**config.mk**
```make
export PLATFORM = sky130hd
export DESIGN_NAME = fir_lowpass_16tap
export DESIGN_NICKNAME = d
export VERILOG_FILES = /design/src/rtl/fir_lowpass_16tap.sv
export SDC_FILE = /design/constraint.sdc
export NUM_CORES = 2
export LEC_CHECK = 0
export ABC_CLOCK_PERIOD_IN_PS = 6200
export BUFFER_PORTS_ARGS = -buffer_cell sky130_fd_sc_hd__clkbuf_2
export CAP_MARGIN = 20
export CORE_MARGIN = 10
export CORE_UTILIZATION = 49
export CTS_CLUSTER_DIAMETER = 200
export DETAILED_ROUTE_END_ITERATION = 8
export SLEW_MARGIN = 10
export SYNTH_ARGS = -nofsm -noshare
export SYNTH_HDL_FRONTEND = slang
export SYNTH_SLANG_ARGS = --single-unit
```
**constraint.sdc**
```tcl
create_clock -name clk -period 6.2 [get_ports clk]
set_input_delay 0.62 -clock clk [delete_from_list [all_inputs] [get_ports clk]]
set_output_delay 0.62 -clock clk [all_outputs]
set_load 0.01 [all_outputs]
```
**src/rtl/fir_lowpass_16tap.sv**
```systemverilog
// ----------------------------------------------------------------------------
// fir_lowpass_16tap
//   16-tap symmetric low-pass FIR for 16-bit signed samples. The filter takes
//   one sample per clock, has no handshake and a fixed 4-clock latency.
//   The structure is fully pipelined:
//     delay line -> symmetric pre-add -> multiply -> adder tree -> round/clip
//   Coefficients are fixed Q1.15 values. Their sum is 32768, so the DC gain
//   is exactly 1.0.
//
//   Build option:
//     FIR_SAT_EN  defined   : the output saturates to [-32768, 32767]
//                 undefined : the output wraps (keeps the low 16 bits of the
//                             rounded result); rounding is identical
// ----------------------------------------------------------------------------
module fir_lowpass_16tap #(
   parameter int DATA_W = 16,
   parameter int COEF_W = 16,
   parameter int NTAPS  = 16,
   parameter int ACC_W  = 36
) (
   input  logic                     clk,
   input  logic                     rst,
   input  logic signed [DATA_W-1:0] data_in,
   output logic signed [DATA_W-1:0] data_out
);

   localparam int HALF   = NTAPS / 2;
   localparam int PRE_W  = DATA_W + 1;        // pre-add of two samples
   localparam int PROD_W = PRE_W + COEF_W;    // signed product width
   localparam int FRAC_W = COEF_W - 1;        // Q1.15 fraction bits

   // +0.5 LSB of the output; adding it before the shift gives round-half-up.
   localparam logic signed [ACC_W-1:0] ROUND_HALF =
      {{(ACC_W-FRAC_W){1'b0}}, 1'b1, {(FRAC_W-1){1'b0}}};

   typedef logic signed [DATA_W-1:0] sample_t;
   typedef logic signed [COEF_W-1:0] coef_t;
   typedef logic signed [PRE_W-1:0]  pre_t;
   typedef logic signed [PROD_W-1:0] prod_t;
   typedef logic signed [ACC_W-1:0]  acc_t;

   // One half of the symmetric impulse response; h[NTAPS-1-i] == h[i].
   function automatic coef_t coef(input int idx);
      case (idx)
         0:       return -16'sd92;
         1:       return -16'sd210;
         2:       return -16'sd180;
         3:       return  16'sd360;
         4:       return  16'sd1480;
         5:       return  16'sd3400;
         6:       return  16'sd5200;
         7:       return  16'sd6426;
         default: return  16'sd0;
      endcase
   endfunction

   // ------------------------------------------------------------------------
   // Pipeline state
   // ------------------------------------------------------------------------
   sample_t x_q [NTAPS];
   sample_t x_d [NTAPS];
   pre_t    p_q [HALF];
   pre_t    p_d [HALF];
   prod_t   m_q [HALF];
   prod_t   m_d [HALF];
   acc_t    s_q;
   acc_t    s_d;
   sample_t y_q;
   sample_t y_d;

   acc_t    rounded;
   acc_t    r;

   // Stage 0: shift the new sample into the tapped delay line.
   // NOTE: every always_comb assigns all of its outputs unconditionally
   // before any branch, so no path can leave a value held (no latch).
   always_comb begin
      x_d[0] = data_in;
      for (int i = 1; i < NTAPS; i++) begin
         x_d[i] = x_q[i-1];
      end
   end

   // Stage 1: fold the symmetric taps. The add is one bit wider than a
   // sample, so -32768 + -32768 is representable and cannot wrap.
   always_comb begin
      for (int i = 0; i < HALF; i++) begin
         p_d[i] = $signed({x_q[i][DATA_W-1], x_q[i]})
                + $signed({x_q[NTAPS-1-i][DATA_W-1], x_q[NTAPS-1-i]});
      end
   end

   // Stage 2: scale each folded pair by its coefficient (signed x signed).
   always_comb begin
      for (int i = 0; i < HALF; i++) begin
         m_d[i] = PROD_W'(p_q[i]) * PROD_W'(coef(i));
      end
   end

   // Stage 3: sum the eight products at full accumulator width.
   always_comb begin
      s_d = '0;
      for (int i = 0; i < HALF; i++) begin
         s_d = s_d + ACC_W'(m_q[i]);
      end
   end

   // Stage 4: round half up, then saturate or wrap into the output width.
   always_comb begin
      rounded = s_q + ROUND_HALF;
      r       = rounded >>> FRAC_W;
`ifdef FIR_SAT_EN
      if (r > ACC_W'(32'sd32767)) begin
         y_d = sample_t'(16'sh7fff);
      end else if (r < ACC_W'(-32'sd32768)) begin
         y_d = sample_t'(16'sh8000);
      end else begin
         y_d = r[DATA_W-1:0];
      end
`else
      y_d = r[DATA_W-1:0];
`endif
   end

`ifndef FIR_SAT_EN
   // In wrap mode the bits above the output width are dropped on purpose.
   logic r_hi_unused;
   assign r_hi_unused = ^r[ACC_W-1:DATA_W];
`endif

   // Register every stage. A synchronous reset flushes all history.
   // NOTE: sequential state is written only with non-blocking assignments,
   // so every stage samples the values the previous stage held before this
   // edge.
   // NOTE: the delay line is an array, but it is still reset. A reset must
   // clear the filter history so that the output restarts from a zero past.
   always_ff @(posedge clk) begin
      if (rst) begin
         for (int i = 0; i < NTAPS; i++) begin
            x_q[i] <= '0;
         end
         for (int i = 0; i < HALF; i++) begin
            p_q[i] <= '0;
            m_q[i] <= '0;
         end
         s_q <= '0;
         y_q <= '0;
      end else begin
         for (int i = 0; i < NTAPS; i++) begin
            x_q[i] <= x_d[i];
         end
         for (int i = 0; i < HALF; i++) begin
            p_q[i] <= p_d[i];
            m_q[i] <= m_d[i];
         end
         s_q <= s_d;
         y_q <= y_d;
      end
   end

   assign data_out = y_q;

endmodule

```
==> impl_results.md <==
- Worst-Margin Slew: 1050 ps
- Routed Antenna Nets: 1
- Switching Fraction: 31.2%
- RSZ-0062 raised after global routing: no
- DRC viols: 0
- Inst Count DP: 6282
- Leak Pwr: 26.7 nW
- Vias after detailed routing: 31762
- Maxcap violations: 0
- Avg WL per Cell: 17.0 microns
- Sequential power share: 36.6%
- Combined area of the multi-input logic cells: 30700 sq um
- # fillers: 9009
- Crit Path Max Fanout: 10
- Drt via density: 4.95
- Gate power share: 26.4%
- Core Region: 96700 sq um
- Die height: 332 microns
- Drt total wl: 109000 microns
- Sinks on Clock Net: 631
- Final Power: 12.0 mW
- Endpoint type of the worst setup path: flop
- Area contributors post-synth: dfxtp_1, fa_1, ha_1
- Largest area contributor in the netlist: dfxtp_1
- Pre-CTS setup slack: 1180 ps
- Crit path required time: 6700 ps
- Worst-Skew Late Latency: 650 ps
- Seq/Total Area, Yosys: 26.5%
- # hold bufs at CTS: 0
- #FFs+latches synth: 631
- Crit path DAT: 5490 ps
- Min setup slack post-route: 1210 ps
- # setup viols final: 0
- Gr usage total: 19.9%
- Fraction of layout cells with a size suffix above 1: 3.85%
- Final Non-Filler Cells: 6419
- Synth top area share: 26.5%
- Kind of critical path: flop to flop
- First-pass GRT wire length: 175000 microns
- 1st-iter DRT viols: 1829
- Synthesized area per cell: 9.46 sq um
- Die span in x: 332 microns
- Max Slew Vio Count: 0
- Vias in the first global route: 32087
- Initial antenna violation count: 13
- Root buf cell: clkbuf_16
- Failing checks: antenna rules
- Reg clk slew, reported paths: 60 ps
- Syn Std Cell Area: 47800 sq um
- Design area: 51800 sq um
- CTS tree: yes
- Detailed-placement wirelength estimate: 90800 microns
- Congestion Overflow GR: 0
- Clock Path Buffers: 3
- Final GP Congestion: 0.892
- R2R Setup Slk: 1210 ps
- Power Dens Cells: 232 nW/um^2
- FP Rows: 114
- Clk network pwr share: 37.1%
- Final Hold Fails: 0
- Total Die Area: 110000 sq um
- Async set-reset flop share out of synthesis: 0%
- Synthesized Nets: 6235
- Post-CTS sizing: 0
- # H-tree levels: 3
- Area growth, synth to finish: 8.49%
- Max Fclk: 0.200 GHz
- Boundary pin count: 34
- Nets: 6270
- Outcome: complete, but fails checks
- Drt first pass iters: 5
- Yosys warns: 0
- EDFF count, synth: 0
- Mapped Cells: 5046
- Maximum VDD drop: 171 uV
- PortBufs: 33
- Internal power: 8.26 mW
- NetSw: 3.74 mW
- Rel. slew slack: 30.1%
- Clock skew: 26.9 ps
- Register area: 12600 sq um
- Top_reg_cell synth: dfxtp_1
- HP Class: input pin to flop
- Setup Fix Bufs, Post-CTS: 0
- CTS buffer count: 73
- Area after DPL: 49300 sq um
- Crit start category: flop
- Min Tclk post-route: 4990 ps
- Starting Density: 49.4%
- Final Cycle Share: 80.5%
- Largest net degree at the start of global routing: 207
- Fin Setup TNS: 0 ps
- Count of cell types in the netlist: 68
-- worst paths after layout --
check	startpoint	to	cells after the start
min	data_in[0]	x_q[0][0]$_SDFF_PP0_	2
min reg2reg	x_q[1][4]$_SDFF_PP0_	x_q[2][4]$_SDFF_PP0_	1
max reg2reg	p_q[1][67]$_SDFF_PP0_	m_q[1][124]$_SDFF_PP0_	17
max	p_q[1][67]$_SDFF_PP0_	m_q[1][124]$_SDFF_PP0_	17
-- placed cells by master, fill, tap and decap left out, drive strengths merged, types with 17 or more instances in the layout --
master,instances
ha,706
nor3,77
nand4,17
dfxtp,631
nand3,39
xor2,122
o21a,43
inv,1123
fa,465
nand2,126
o21bai,21
or3,25
nor2,379
and2,20
nor2b,328
a211oi,35
and3,35
a21o,104
nand2b,35
o21ai,120
clkbuf,132
a21oi,182
xnor2,162
-- cells in the mapped netlist, drive strengths merged, types with 9 or more instances --
cell,number
inv,1110
ha,706
dfxtp,631
fa,465
nor2,379
nor2b,328
a21oi,182
xnor2,162
nand2,126
xor2,122
o21ai,120
a21o,104
clkbuf,77
nor3,77
o21a,43
nand3,39
a211oi,35
and3,35
nand2b,35
or3,25
o21bai,21
and2,20
nand4,17
a31oi,14
o211ai,13
mux2,9
o41ai,9
or2,9
-- critical path: stages (launching register included) --
cell and delay (ps):
dfxtp_1 520, inv_1 380, fa_1 630, inv_1 40, ha_1 260, inv_1 100, fa_1 430, fa_1 490
inv_1 40, ha_1 340, and3_1 200, a211o_1 260, a31oi_1 320, o21ai_0 220, a21oi_1 250, o21a_1 170
xor2_1 140, nor2_1 50
-- power groups by stage --
stage,clock network [mW],registers [mW],logic [mW]
3_3_place_gp,0,4.48,3.14
6_report,4.45,4.39,3.16
5_1_grt,4.73,4.41,3.65
3_5_place_dp,0,4.48,3.19
2_1_floorplan,0,4.44,2.46
4_1_cts,4.57,4.39,3.22
-- cell families after synthesis --
family,synth area share (%)
mux,0.317
compound gates,8.90
simple gates,11.8
flops,26.5
xor+xnor,5.21
fa+ha+maj,38.0
buf+inv,9.35
-- metrics by stage --
| stage | hold slack [ps] | util [%] |
|---|---|---|
| global route | 174 | 53.6 |
| global placement | 455 | 51.0 |
| detailed placement | 457 | 51.0 |
| floorplan | 440 | - |
| finish | 184 | 53.6 |
| CTS | 146 | 53.6 |
-- layout make-up --
cell class / instances / share of cell area [%]
antenna: 6 / 0.0290
clock buffer: 100 / 4.07
clock inverter: 31 / 0.741
inverter: 1110 / 8.04
multi-input combinational: 3226 / 59.2
sequential: 631 / 24.4
tap: 1276 / 3.08
timing repair buffer: 39 / 0.473
-- metal layers --
metal | wire length, microns | GRT usage (%)
met2 | 45600 | 29.6
met3 | 4760 | 2.97
met1 | 55400 | 29.2
met5 | 0 | 0
met4 | 3260 | 6.40
-- sequential cells by signal (all words and copies together), names as in the netlist --
| register | flops |
|---|---|
| data_out | 16 |
| x_q | 256 |
| s_q | 17 |
| p_q | 136 |
| m_q | 206 |
(Power assumes the default switching activity.)
